$ cat src/rtl/debug_pkg.sv
// Shared constants, state encodings and the payload checksum helper for the
// debug-port frame transmitter.
package debug_pkg;

  localparam logic [7:0] SYNC_BYTE     = 8'hA5;
  localparam int         FRAME_BYTES   = 9;
  localparam int         PAYLOAD_BYTES = 7;

  // Byte-level serialiser states
  typedef enum logic [1:0] {
    BYTE_IDLE  = 2'd0,
    BYTE_START = 2'd1,
    BYTE_DATA  = 2'd2,
    BYTE_STOP  = 2'd3
  } byte_state_t;

  // Frame-level states
  typedef enum logic {
    FRAME_IDLE = 1'b0,
    FRAME_SEND = 1'b1
  } frame_state_t;

  // XOR of all payload bytes; byte 0 of the bus is port1
  function automatic logic [7:0] payload_checksum(input logic [PAYLOAD_BYTES*8-1:0] payload);
    logic [7:0] acc;
    acc = 8'h00;
    for (int i = 0; i < PAYLOAD_BYTES; i++) begin
      acc = acc ^ payload[i*8 +: 8];
    end
    return acc;
  endfunction

endpackage

$ cat src/rtl/uart_byte_tx.sv
// 8N1 byte serialiser. A new byte may be loaded while idle or in the last
// cycle of a stop bit, which lets the caller chain bytes with no idle gap.
module uart_byte_tx
  import debug_pkg::*;
#(
  parameter int CLKS_PER_BIT = 434
) (
  input  logic       clk,
  input  logic       nreset,
  input  logic       start,
  input  logic [7:0] data,
  output logic       tx,
  output logic       ready,
  output logic       byte_done
);

  localparam int CW = (CLKS_PER_BIT > 1) ? $clog2(CLKS_PER_BIT) : 1;
  localparam logic [CW-1:0] BAUD_LAST = CW'(CLKS_PER_BIT - 1);

  byte_state_t   state_reg;
  logic [CW-1:0] baud_reg;
  logic [2:0]    bit_cnt_reg;
  logic [7:0]    shift_reg;
  logic          tx_reg;
  logic          byte_done_reg;
  logic          baud_wrap;

  assign baud_wrap = (baud_reg == BAUD_LAST);
  // Ready to accept: idle, or about to leave the stop bit
  assign ready     = (state_reg == BYTE_IDLE) || ((state_reg == BYTE_STOP) && baud_wrap);
  assign tx        = tx_reg;
  assign byte_done = byte_done_reg;

  // Byte FSM with registered line output and bit timing
  always_ff @(posedge clk) begin
    if (!nreset) begin
      state_reg     <= BYTE_IDLE;
      baud_reg      <= '0;
      bit_cnt_reg   <= '0;
      shift_reg     <= '0;
      tx_reg        <= 1'b1;
      byte_done_reg <= 1'b0;
    end else begin
      byte_done_reg <= 1'b0;
      case (state_reg)
        BYTE_IDLE: begin
          baud_reg <= '0;
          tx_reg   <= 1'b1;
          if (start) begin
            state_reg <= BYTE_START;
            shift_reg <= data;
            tx_reg    <= 1'b0;
          end
        end
        BYTE_START: begin
          if (baud_wrap) begin
            baud_reg    <= '0;
            bit_cnt_reg <= '0;
            state_reg   <= BYTE_DATA;
            tx_reg      <= shift_reg[0];
          end else begin
            baud_reg <= baud_reg + CW'(1);
          end
        end
        BYTE_DATA: begin
          if (baud_wrap) begin
            baud_reg <= '0;
            if (bit_cnt_reg == 3'd7) begin
              state_reg <= BYTE_STOP;
              tx_reg    <= 1'b1;
            end else begin
              bit_cnt_reg <= bit_cnt_reg + 3'd1;
              shift_reg   <= shift_reg >> 1;
              tx_reg      <= shift_reg[1];
            end
          end else begin
            baud_reg <= baud_reg + CW'(1);
          end
        end
        BYTE_STOP: begin
          if (baud_wrap) begin
            baud_reg      <= '0;
            bit_cnt_reg   <= '0;
            byte_done_reg <= 1'b1;
            if (start) begin
              state_reg <= BYTE_START;
              shift_reg <= data;
              tx_reg    <= 1'b0;
            end else begin
              state_reg <= BYTE_IDLE;
              tx_reg    <= 1'b1;
            end
          end else begin
            baud_reg <= baud_reg + CW'(1);
          end
        end
        default: begin
          state_reg <= BYTE_IDLE;
          tx_reg    <= 1'b1;
        end
      endcase
    end
  end

endmodule

$ cat src/rtl/debug_frame_tx.sv
// Snapshots the seven CPU debug ports on a trigger and streams them as one
// framed packet: sync byte, seven payload bytes, XOR checksum.
module debug_frame_tx
  import debug_pkg::*;
#(
  parameter int CLKS_PER_BIT = 434
) (
  input  logic       clk,
  input  logic       nreset,
  input  logic       trigger,
  input  logic [7:0] debug_port1,
  input  logic [7:0] debug_port2,
  input  logic [7:0] debug_port3,
  input  logic [7:0] debug_port4,
  input  logic [7:0] debug_port5,
  input  logic [7:0] debug_port6,
  input  logic [7:0] debug_port7,
  output logic       tx,
  output logic       busy,
  output logic       frame_done
);

  frame_state_t               frame_state_reg;
  logic [3:0]                 byte_idx_reg;
  logic [PAYLOAD_BYTES*8-1:0] snap_reg;
  logic [PAYLOAD_BYTES*8-1:0] port_bus;
  logic [7:0]                 frame_bytes [FRAME_BYTES];
  logic [7:0]                 checksum;
  logic [7:0]                 byte_data;
  logic [3:0]                 next_idx;
  logic                       accept;
  logic                       last_byte;
  logic                       byte_start;
  logic                       byte_ready;
  logic                       byte_done;

  assign port_bus  = {debug_port7, debug_port6, debug_port5, debug_port4,
                      debug_port3, debug_port2, debug_port1};
  assign accept    = trigger && (frame_state_reg == FRAME_IDLE);
  assign checksum  = payload_checksum(snap_reg);
  assign last_byte = (byte_idx_reg == 4'(FRAME_BYTES - 1));
  assign next_idx  = byte_idx_reg + 4'd1;

  // Frame byte table built from the snapshot
  assign frame_bytes[0]               = SYNC_BYTE;
  assign frame_bytes[FRAME_BYTES - 1] = checksum;
  generate
    for (genvar gi = 0; gi < PAYLOAD_BYTES; gi++) begin : g_payload
      assign frame_bytes[gi + 1] = snap_reg[gi*8 +: 8];
    end
  endgenerate

  // Byte feed: sync on acceptance, otherwise the next byte as the current stop bit ends
  always_comb begin
    byte_data  = SYNC_BYTE;
    byte_start = 1'b0;
    if (accept) begin
      byte_start = 1'b1;
    end else if ((frame_state_reg == FRAME_SEND) && byte_ready && !last_byte) begin
      byte_start = 1'b1;
      byte_data  = frame_bytes[next_idx];
    end
  end

  // Frame FSM: snapshot on acceptance, step the byte index at each byte boundary
  always_ff @(posedge clk) begin
    if (!nreset) begin
      frame_state_reg <= FRAME_IDLE;
      byte_idx_reg    <= '0;
      snap_reg        <= '0;
    end else begin
      case (frame_state_reg)
        FRAME_IDLE: begin
          if (accept) begin
            snap_reg        <= port_bus;
            byte_idx_reg    <= '0;
            frame_state_reg <= FRAME_SEND;
          end
        end
        FRAME_SEND: begin
          if (byte_ready) begin
            if (last_byte) begin
              byte_idx_reg    <= '0;
              frame_state_reg <= FRAME_IDLE;
            end else begin
              byte_idx_reg <= next_idx;
            end
          end
        end
        default: frame_state_reg <= FRAME_IDLE;
      endcase
    end
  end

  uart_byte_tx #(
    .CLKS_PER_BIT(CLKS_PER_BIT)
  ) u_byte_tx (
    .clk       (clk),
    .nreset    (nreset),
    .start     (byte_start),
    .data      (byte_data),
    .tx        (tx),
    .ready     (byte_ready),
    .byte_done (byte_done)
  );

  assign busy = (frame_state_reg == FRAME_SEND);
  // The last byte's completion pulse lands in the cycle the frame FSM is back in idle
  assign frame_done = byte_done && (frame_state_reg == FRAME_IDLE);

endmodule

$ cat config.mk
export PLATFORM = sky130hd
export DESIGN_NAME = debug_frame_tx
export DESIGN_NICKNAME = d
export VERILOG_FILES = /design/src/rtl/debug_pkg.sv /design/src/rtl/uart_byte_tx.sv /design/src/rtl/debug_frame_tx.sv
export SDC_FILE = /design/constraint.sdc
export NUM_CORES = 1
export LEC_CHECK = 0
export CAP_MARGIN = 20
export CORE_AREA = 5 5 127 129
export DETAILED_ROUTE_END_ITERATION = 7
export DIE_AREA = 0 0 132 134
export PLACE_DENSITY = 0.58
export SYNTH_ARGS = -nofsm -noshare
export SYNTH_HDL_FRONTEND = slang
export SYNTH_SLANG_ARGS = --single-unit
$ cat constraint.sdc
create_clock -name clk -period 4.4 [get_ports clk]
set_clock_uncertainty 0.1 [all_clocks]
set_input_delay 0.66 -clock clk [delete_from_list [all_inputs] [get_ports clk]]
set_output_delay 0.66 -clock clk [all_outputs]
set_load 0.02 [all_outputs]
== Word-level counts from Yosys, hierarchy flattened ==
Index checks and enable logic that the tools add are counted.

* $add $sub $neg: 3
* Magnitude comparators: 1
* Equal/unequal tests: 15
* Muxes and demuxes: 40
* Bitwise operators: 8
* Reduce and logical (&&, ||, !) cells: 19

{| class="wikitable"
|+ Operators by type and width
! cell !! count
|-
| 2-to-1 mux 8 bit || 8
|-
| XOR 8 bit || 6
|-
| binary-select mux 8 bit (select 4 bit) || 1
|-
| case mux 8 bit (3 select lines) || 1
|-
| case mux 9 bit (2 select lines) || 1
|-
| 2-to-1 mux 1 bit || 12
|-
| 2-to-1 mux 4 bit || 3
|-
| inequality test 2 x 1 -> 1 bit, second input constant || 6
|-
| 2-to-1 mux 2 bit || 5
|-
| adder 9 x 1 -> 9 bit, second input constant || 1
|-
| == test 9 bit, second input constant || 1
|-
| 2-to-1 mux 3 bit || 3
|-
| 2-to-1 mux 9 bit || 1
|-
| case mux 2 bit (4 select lines) || 1
|-
| case mux 4 bit (2 select lines) || 1
|-
| AND reduction 4 bit || 2
|-
| inequality test 2 bit, second input constant || 3
|-
| case mux 3 bit (2 select lines) || 1
|-
| AND reduction 2 bit || 3
|-
| >= comparator 5 bit, second input constant || 1
|-
| logical AND 1 bit || 5
|-
| inverter 4 -> 5 bit || 1
|-
| AND reduction 5 bit || 1
|-
| adder 4 x 1 -> 4 bit, second input constant || 1
|-
| 16 further kinds || 17
|}

* Register bits: 85
* Input port bits: 59
* Output and inout port bits: 3
* Word-level logic and storage cells: 95

== Longest topological paths before layout ==
* Word-level depth: 14
* Gate-level depth with buffers: 10
* Gate-level depth less buffers: 8

== Hierarchy ==
A second synthesis with hierarchy kept.

* Cell total of the unflattened synthesis: 527
* Area, all modules: 4,599.4 um2

{| class="wikitable"
|+ Modules (own cells, without submodules)
! module !! instances !! cells each !! area an instance (um2) !! seq. area each (um2)
|-
| debug_frame_tx || 1 || 389 || 3,335.7 || 1,221.2
|-
| uart_byte_tx || 1 || 138 || 1,263.7 || 480.5
|}

== Worst setup path before layout ==
No wires, ideal clock.

* Kind: flip-flop to flip-flop
* From: reg byte_idx_reg[0]
* To: reg u_byte_tx.shift_reg[1]
* Setup time: 0.125 ns
* Data arrival time: 2.367 ns
* Data required time: 4.175 ns
* Setup slack: 1.808 ns
* Stages on the path, launching flop included: 10
* Buffers on the path: 3
* Clock period less this slack: 2.592 ns
* Cell sequence: dfxtp_1 clkinv_1 ha_1 buf_2 buf_1 clkbuf_1 a41oi_1 and3_1 o21bai_1 a31oi_1

* Cells in the longest elaborated chain, start to end: 10
* Elaborated cells on any way between the ends: 15
* Those cells by class: add/sub (1); eq/ne (1); mux (10); bitwise (1); reduce/logical (2)

{| class="wikitable"
|+ Ends and longest elaborated chain
! element !! line !! source
|-
| from (decl) || debug_frame_tx.sv:24 || <nowiki>logic [3:0] byte_idx_reg;</nowiki>
|-
| from (signal assigned) || debug_frame_tx.sv:86 || <nowiki>byte_idx_reg <= next_idx;</nowiki>
|-
| adder 4 x 1 -> 4 bit || debug_frame_tx.sv:42 || <nowiki>assign next_idx = byte_idx_reg + 4'd1;</nowiki>
|-
| inverter 4 -> 5 bit (implied by the code) || debug_frame_tx.sv:61 || <nowiki>byte_data = frame_bytes[next_idx];</nowiki>
|-
| binary-select mux 8 bit (select 4 bit) || debug_frame_tx.sv:61 ||
|-
| 2-to-1 mux 8 bit (implied by the code) (2 in a row) || debug_frame_tx.sv:61 ||
|-
| 2-to-1 mux 8 bit || debug_frame_tx.sv:59 || <nowiki>end else if ((frame_state_reg == FRAME_SEND) && byte_ready && !last_byte) begin</nowiki>
|-
| 2-to-1 mux 8 bit || debug_frame_tx.sv:57 || <nowiki>if (accept) begin</nowiki>
|-
| 2-to-1 mux 8 bit (*) || uart_byte_tx.sv:49, uart_byte_tx.sv:85 ||
|-
| 2-to-1 mux 8 bit || uart_byte_tx.sv:81 || <nowiki>if (baud_wrap) begin</nowiki>
|-
| case mux 8 bit (3 select lines) (*) || uart_byte_tx.sv:45 || <nowiki>case (state_reg)</nowiki>
|-
| to (signal assigned) || uart_byte_tx.sv:51 || <nowiki>shift_reg <= data;</nowiki>
|-
| to (signal assigned) || uart_byte_tx.sv:73 || <nowiki>shift_reg <= shift_reg >> 1;</nowiki>
|-
| to (signal assigned) || uart_byte_tx.sv:87 || <nowiki>shift_reg <= data;</nowiki>
|-
| to (decl) || uart_byte_tx.sv:23 || <nowiki>logic [7:0] shift_reg;</nowiki>
|}

Every way passes the cells marked *; elsewhere a longest branch is shown, timed or not. The select of a mux whose other input is x is not followed.
A chain may end at the register's enable or synchronous reset.

== Worst setup path after layout ==
* From: reg byte_idx_reg[0]
* To: reg u_byte_tx.shift_reg[3]

The elaborated chain is that of the path after synthesis.

==> metrics.sh <==
FINISH.INSTANCE_AREA_SQ_UM=5440
GRT.TOTAL_USAGE=0.132
PLACE.DETAILED.INSTANCES=765
LAYOUT-DRIVE-GT1-SHARE=0.0657
FLOORPLAN.INITIALDENSITY=0.294
PATH_MAX_FANOUT=24
TIMING.CRITICAL_PATH.ARRIVAL_PS=3400
SYNTH_ENABLE_FLOP_CELLS=0
NON_FILLER_INSTANCE_COUNT_AFTER_LAYOUT=782
DESIGN.FINAL.NETS=659
NUMCLOCKSINKS=85
POWER.IR.VDD_WORST_uV=185
DP_HPWL_UM=8420
FMAXACHIEVABLE_GHz=0.302
SYNTHFLOPTYPE='sky130_fd_sc_hd__dfxtp_1'
CLKTRANSATPATHREGS_PS=70
HTREE_LEVELS=3
CTSROOTBUFFERMASTER='sky130_fd_sc_hd__clkbuf_16'
TIMING.MAX_CAP.VIOLATIONS=0
FP.COREAREA_SQ_UM=14900
AREA_GROWTH_PCT=24.2
DIE_H_UM=134
NUM_VIAS=3796
WORST_SKEW_PAIR.LATE_LATENCY_PS=340
MAXSLEWHEADROOM=0.329
FILL_CELLS=1538
DIE_WIDTH_UM=132
CTS_MADE_BUFFERS=9
GRT_START_MAX_NET_PINS=69
FINAL_MIN_PERIOD_OVER_CLOCK_PERIOD=0.752
YS_ASYNC_SR_FRACTION=0
CORE.ROWCOUNT=45
REG2REG_DEPTH=10
POST_SYNTH_NET_TOTAL=613
POST_SYNTHESIS_INSTANCE_AREA_SQ_UM=4380
CTSHOLDBUFFERS=0
AREA_SHARE_OF_THE_LEADING_CELL_TYPE_IN_THE_SYNTHESIZED_NETLIST=0.388
DIE_AREA_SQ_UM=17700
POSTSYNTHREGISTERBITS=85
BUFFER_PORTS.INSERTED=61
DIODES_INSERTED=0
DETAILEDROUTE.FIRSTPASSITERATIONCOUNT=4
GP_ROUTABILITY_CONGESTION=0.821
ANTENNA_FOUND_INITIAL=0
P_LEAK_nW=1.92
NUMBER_OF_STANDARD_CELLS_AFTER_SYNTHESIS=543
REPORT.FINAL.HOLD_VIOL_COUNT=0
GLOBAL_ROUTE_WIRE_LENGTH_BEFORE_REPAIR_UM=19000
SYNTHESIS.YOSYS.WARNINGS=0
CRITICALPATHCATEGORY='reg2reg'
DISTINCT_CELLS_SYNTH=48
TRITONCTS='built'
RSZ0062_AT_GRT='no'
STATUS='finished clean'
VIA_COUNT_OF_THE_FIRST_GLOBAL_ROUTING_PASS=3870
MAX-CLOCK-PATH-BUFFERS=2
LARGEST_REGISTER_FFS=56
BOUNDARYPINS=62
DRT_WL_TOTAL_UM=11300
CRITPATHLAUNCHTYPE='flip-flop'
GRT-OVFL-TOTAL=0
P_PER_AREA_nW_PER_UM2=426
FINAL.SETUP.TNS_PS=0
DRT-INITIAL-DRC-COUNT=198
DETAIL_ROUTE.DRC_VIOLATIONS=0
MIN_DELAY_PATH_DEPTH=2
SYNTH_TOP_AREA_CELL='sky130_fd_sc_hd__dfxtp_1'
POST_SYNTH_MAIN_AREA_CONTRIBUTORS='sky130_fd_sc_hd__dfxtp_1, sky130_fd_sc_hd__nand2_1, sky130_fd_sc_hd__xnor2_1'
DETAILED_PLACE.AREA_SQ_UM=5140
P_TOTAL_mW=2.32
FIN_CRIT_PS=3310
END_KIND='flip-flop'
TIMING.FINAL.SETUP_VIOLATIONS=0
DRTANTENNAVIOLNETS=0
MAX_SLEW_VIOLATION_COUNT=0
CTSRESIZECOUNT=0
POSTCTSSETUPREPAIRBUFS=0
HOLD_PATH.CLASS='reg2reg'
DRT-VIAS-PER-INSTANCE=4.85
TIMING.CRITICAL_PATH.REQUIRED_PS=4490
ROUTED_WIRE_LENGTH_PER_INSTANCE_UM=14.4
SYNTH-SEQ-AREA-SHARE=0.388
WORST_SLEW_PIN_SLEW_PS=1010
AVGSYNTHCELLAREA_SQ_UM=8.07
where the power goes:
group          total (mW)  switching [mW]  internal, mW
Combinational       0.658           0.359         0.299
Clock               0.719           0.329         0.390
Sequential          0.941          0.0814         0.860
per-stage QoR:
step / hold slack (ps) / utilization / setup slack (ps)
finish: 358 / 0.365 / 1090
global route: 392 / 0.365 / 745
CTS: 359 / 0.363 / 1060
detailed placement: 350 / 0.344 / 1070
global placement: 343 / 0.344 / 1140
floorplan: 329 / - / 1810
critical path, cell delays in order (launching register included):
cell and delay, ps:
sky130_fd_sc_hd__dfxtp_1 310, sky130_fd_sc_hd__buf_4 270, sky130_fd_sc_hd__clkinv_1 290, sky130_fd_sc_hd__ha_1 1050, sky130_fd_sc_hd__buf_4 280, sky130_fd_sc_hd__mux2i_1 190, sky130_fd_sc_hd__nor2_1 60, sky130_fd_sc_hd__a311oi_1 230
sky130_fd_sc_hd__nor4_1 80, sky130_fd_sc_hd__a211oi_1 210, sky130_fd_sc_hd__a21oi_1 90
path summary, 6_finish.rpt:
path                                               start  slack [ps]                       end
worst min register to register  u_byte_tx.bit_cnt_reg[1]         360  u_byte_tx.bit_cnt_reg[1]
worst min-delay path            u_byte_tx.bit_cnt_reg[1]         360  u_byte_tx.bit_cnt_reg[1]
worst max-delay path                     byte_idx_reg[0]        1090    u_byte_tx.shift_reg[3]
worst max register to register           byte_idx_reg[0]        1090    u_byte_tx.shift_reg[3]
per-layer routing:
metal | vias to the layer above | track usage | share of wire
met5 | - | 0 | 0
met4 | 0 | 0.0514 | 0.033
met3 | 31 | 0.0413 | 0.048
met2 | 96 | 0.230 | 0.50
met1 | 1733 | 0.151 | 0.42
li1 | 1936 | - | -
area by class of cell:
type,instances,area (sq um),area share
timing repair buffer,66,661,0.121
clock buffer,9,225,0.0414
clock inverter,7,57.6,0.0106
multi-input combinational,418,2530,0.464
tap,188,235,0.0432
inverter,9,33.8,0.00621
sequential,85,1700,0.313
placed cells by master, fill, tap and decap left out, types with 3 or more instances in the layout:
cell and n:
sky130_fd_sc_hd__a21oi_1 69, sky130_fd_sc_hd__a311oi_1 3, sky130_fd_sc_hd__o211ai_1 3, sky130_fd_sc_hd__xor2_1 11
sky130_fd_sc_hd__inv_1 7, sky130_fd_sc_hd__and3_1 3, sky130_fd_sc_hd__nor2b_1 3, sky130_fd_sc_hd__clkdlybuf4s50_1 61
sky130_fd_sc_hd__nand3_1 7, sky130_fd_sc_hd__nor4_1 3, sky130_fd_sc_hd__nand3b_1 5, sky130_fd_sc_hd__buf_4 4
sky130_fd_sc_hd__a31oi_1 4, sky130_fd_sc_hd__nor2_1 28, sky130_fd_sc_hd__a22oi_1 3, sky130_fd_sc_hd__nor3_1 10
sky130_fd_sc_hd__ha_1 11, sky130_fd_sc_hd__clkbuf_16 9, sky130_fd_sc_hd__o21ai_0 17, sky130_fd_sc_hd__a211oi_1 3
sky130_fd_sc_hd__nand4_1 4, sky130_fd_sc_hd__nand2_1 142, sky130_fd_sc_hd__mux2i_1 9, sky130_fd_sc_hd__o22ai_1 3
sky130_fd_sc_hd__xnor2_1 46, sky130_fd_sc_hd__mux4_2 7, sky130_fd_sc_hd__dfxtp_1 85
kinds of logic after synthesis:
kind of cell,Yosys count,synth area share
compound gates,114,0.151
xor+xnor,57,0.114
simple gates,220,0.221
mux,16,0.0565
buf+inv,40,0.0374
fa+ha+maj,11,0.0314
flops,85,0.388
synthesized netlist by cell type (2+ instances only):
cell type	instances
sky130_fd_sc_hd__o211ai_1	3
sky130_fd_sc_hd__and3b_1	2
sky130_fd_sc_hd__nor4_1	3
sky130_fd_sc_hd__buf_1	6
sky130_fd_sc_hd__buf_2	3
sky130_fd_sc_hd__clkbuf_1	20
sky130_fd_sc_hd__xnor2_1	46
sky130_fd_sc_hd__dfxtp_1	85
sky130_fd_sc_hd__or3_1	2
sky130_fd_sc_hd__nor2_1	28
sky130_fd_sc_hd__and3_1	3
sky130_fd_sc_hd__mux4_2	7
sky130_fd_sc_hd__dlygate4sd1_1	2
sky130_fd_sc_hd__nand3_1	7
sky130_fd_sc_hd__a22oi_1	3
sky130_fd_sc_hd__nor3_1	10
sky130_fd_sc_hd__or4b_1	2
sky130_fd_sc_hd__nand3b_1	5
sky130_fd_sc_hd__nor2b_1	4
sky130_fd_sc_hd__a211oi_1	3
sky130_fd_sc_hd__a31oi_1	4
sky130_fd_sc_hd__inv_1	8
sky130_fd_sc_hd__nand2_1	142
sky130_fd_sc_hd__o21bai_1	2
sky130_fd_sc_hd__a21oi_1	69
sky130_fd_sc_hd__o21ai_0	17
sky130_fd_sc_hd__a311oi_1	3
sky130_fd_sc_hd__nand4_1	4
sky130_fd_sc_hd__o22ai_1	3
sky130_fd_sc_hd__xor2_1	11
sky130_fd_sc_hd__ha_1	11
sky130_fd_sc_hd__mux2i_1	9
(Power assumes the default switching activity.)
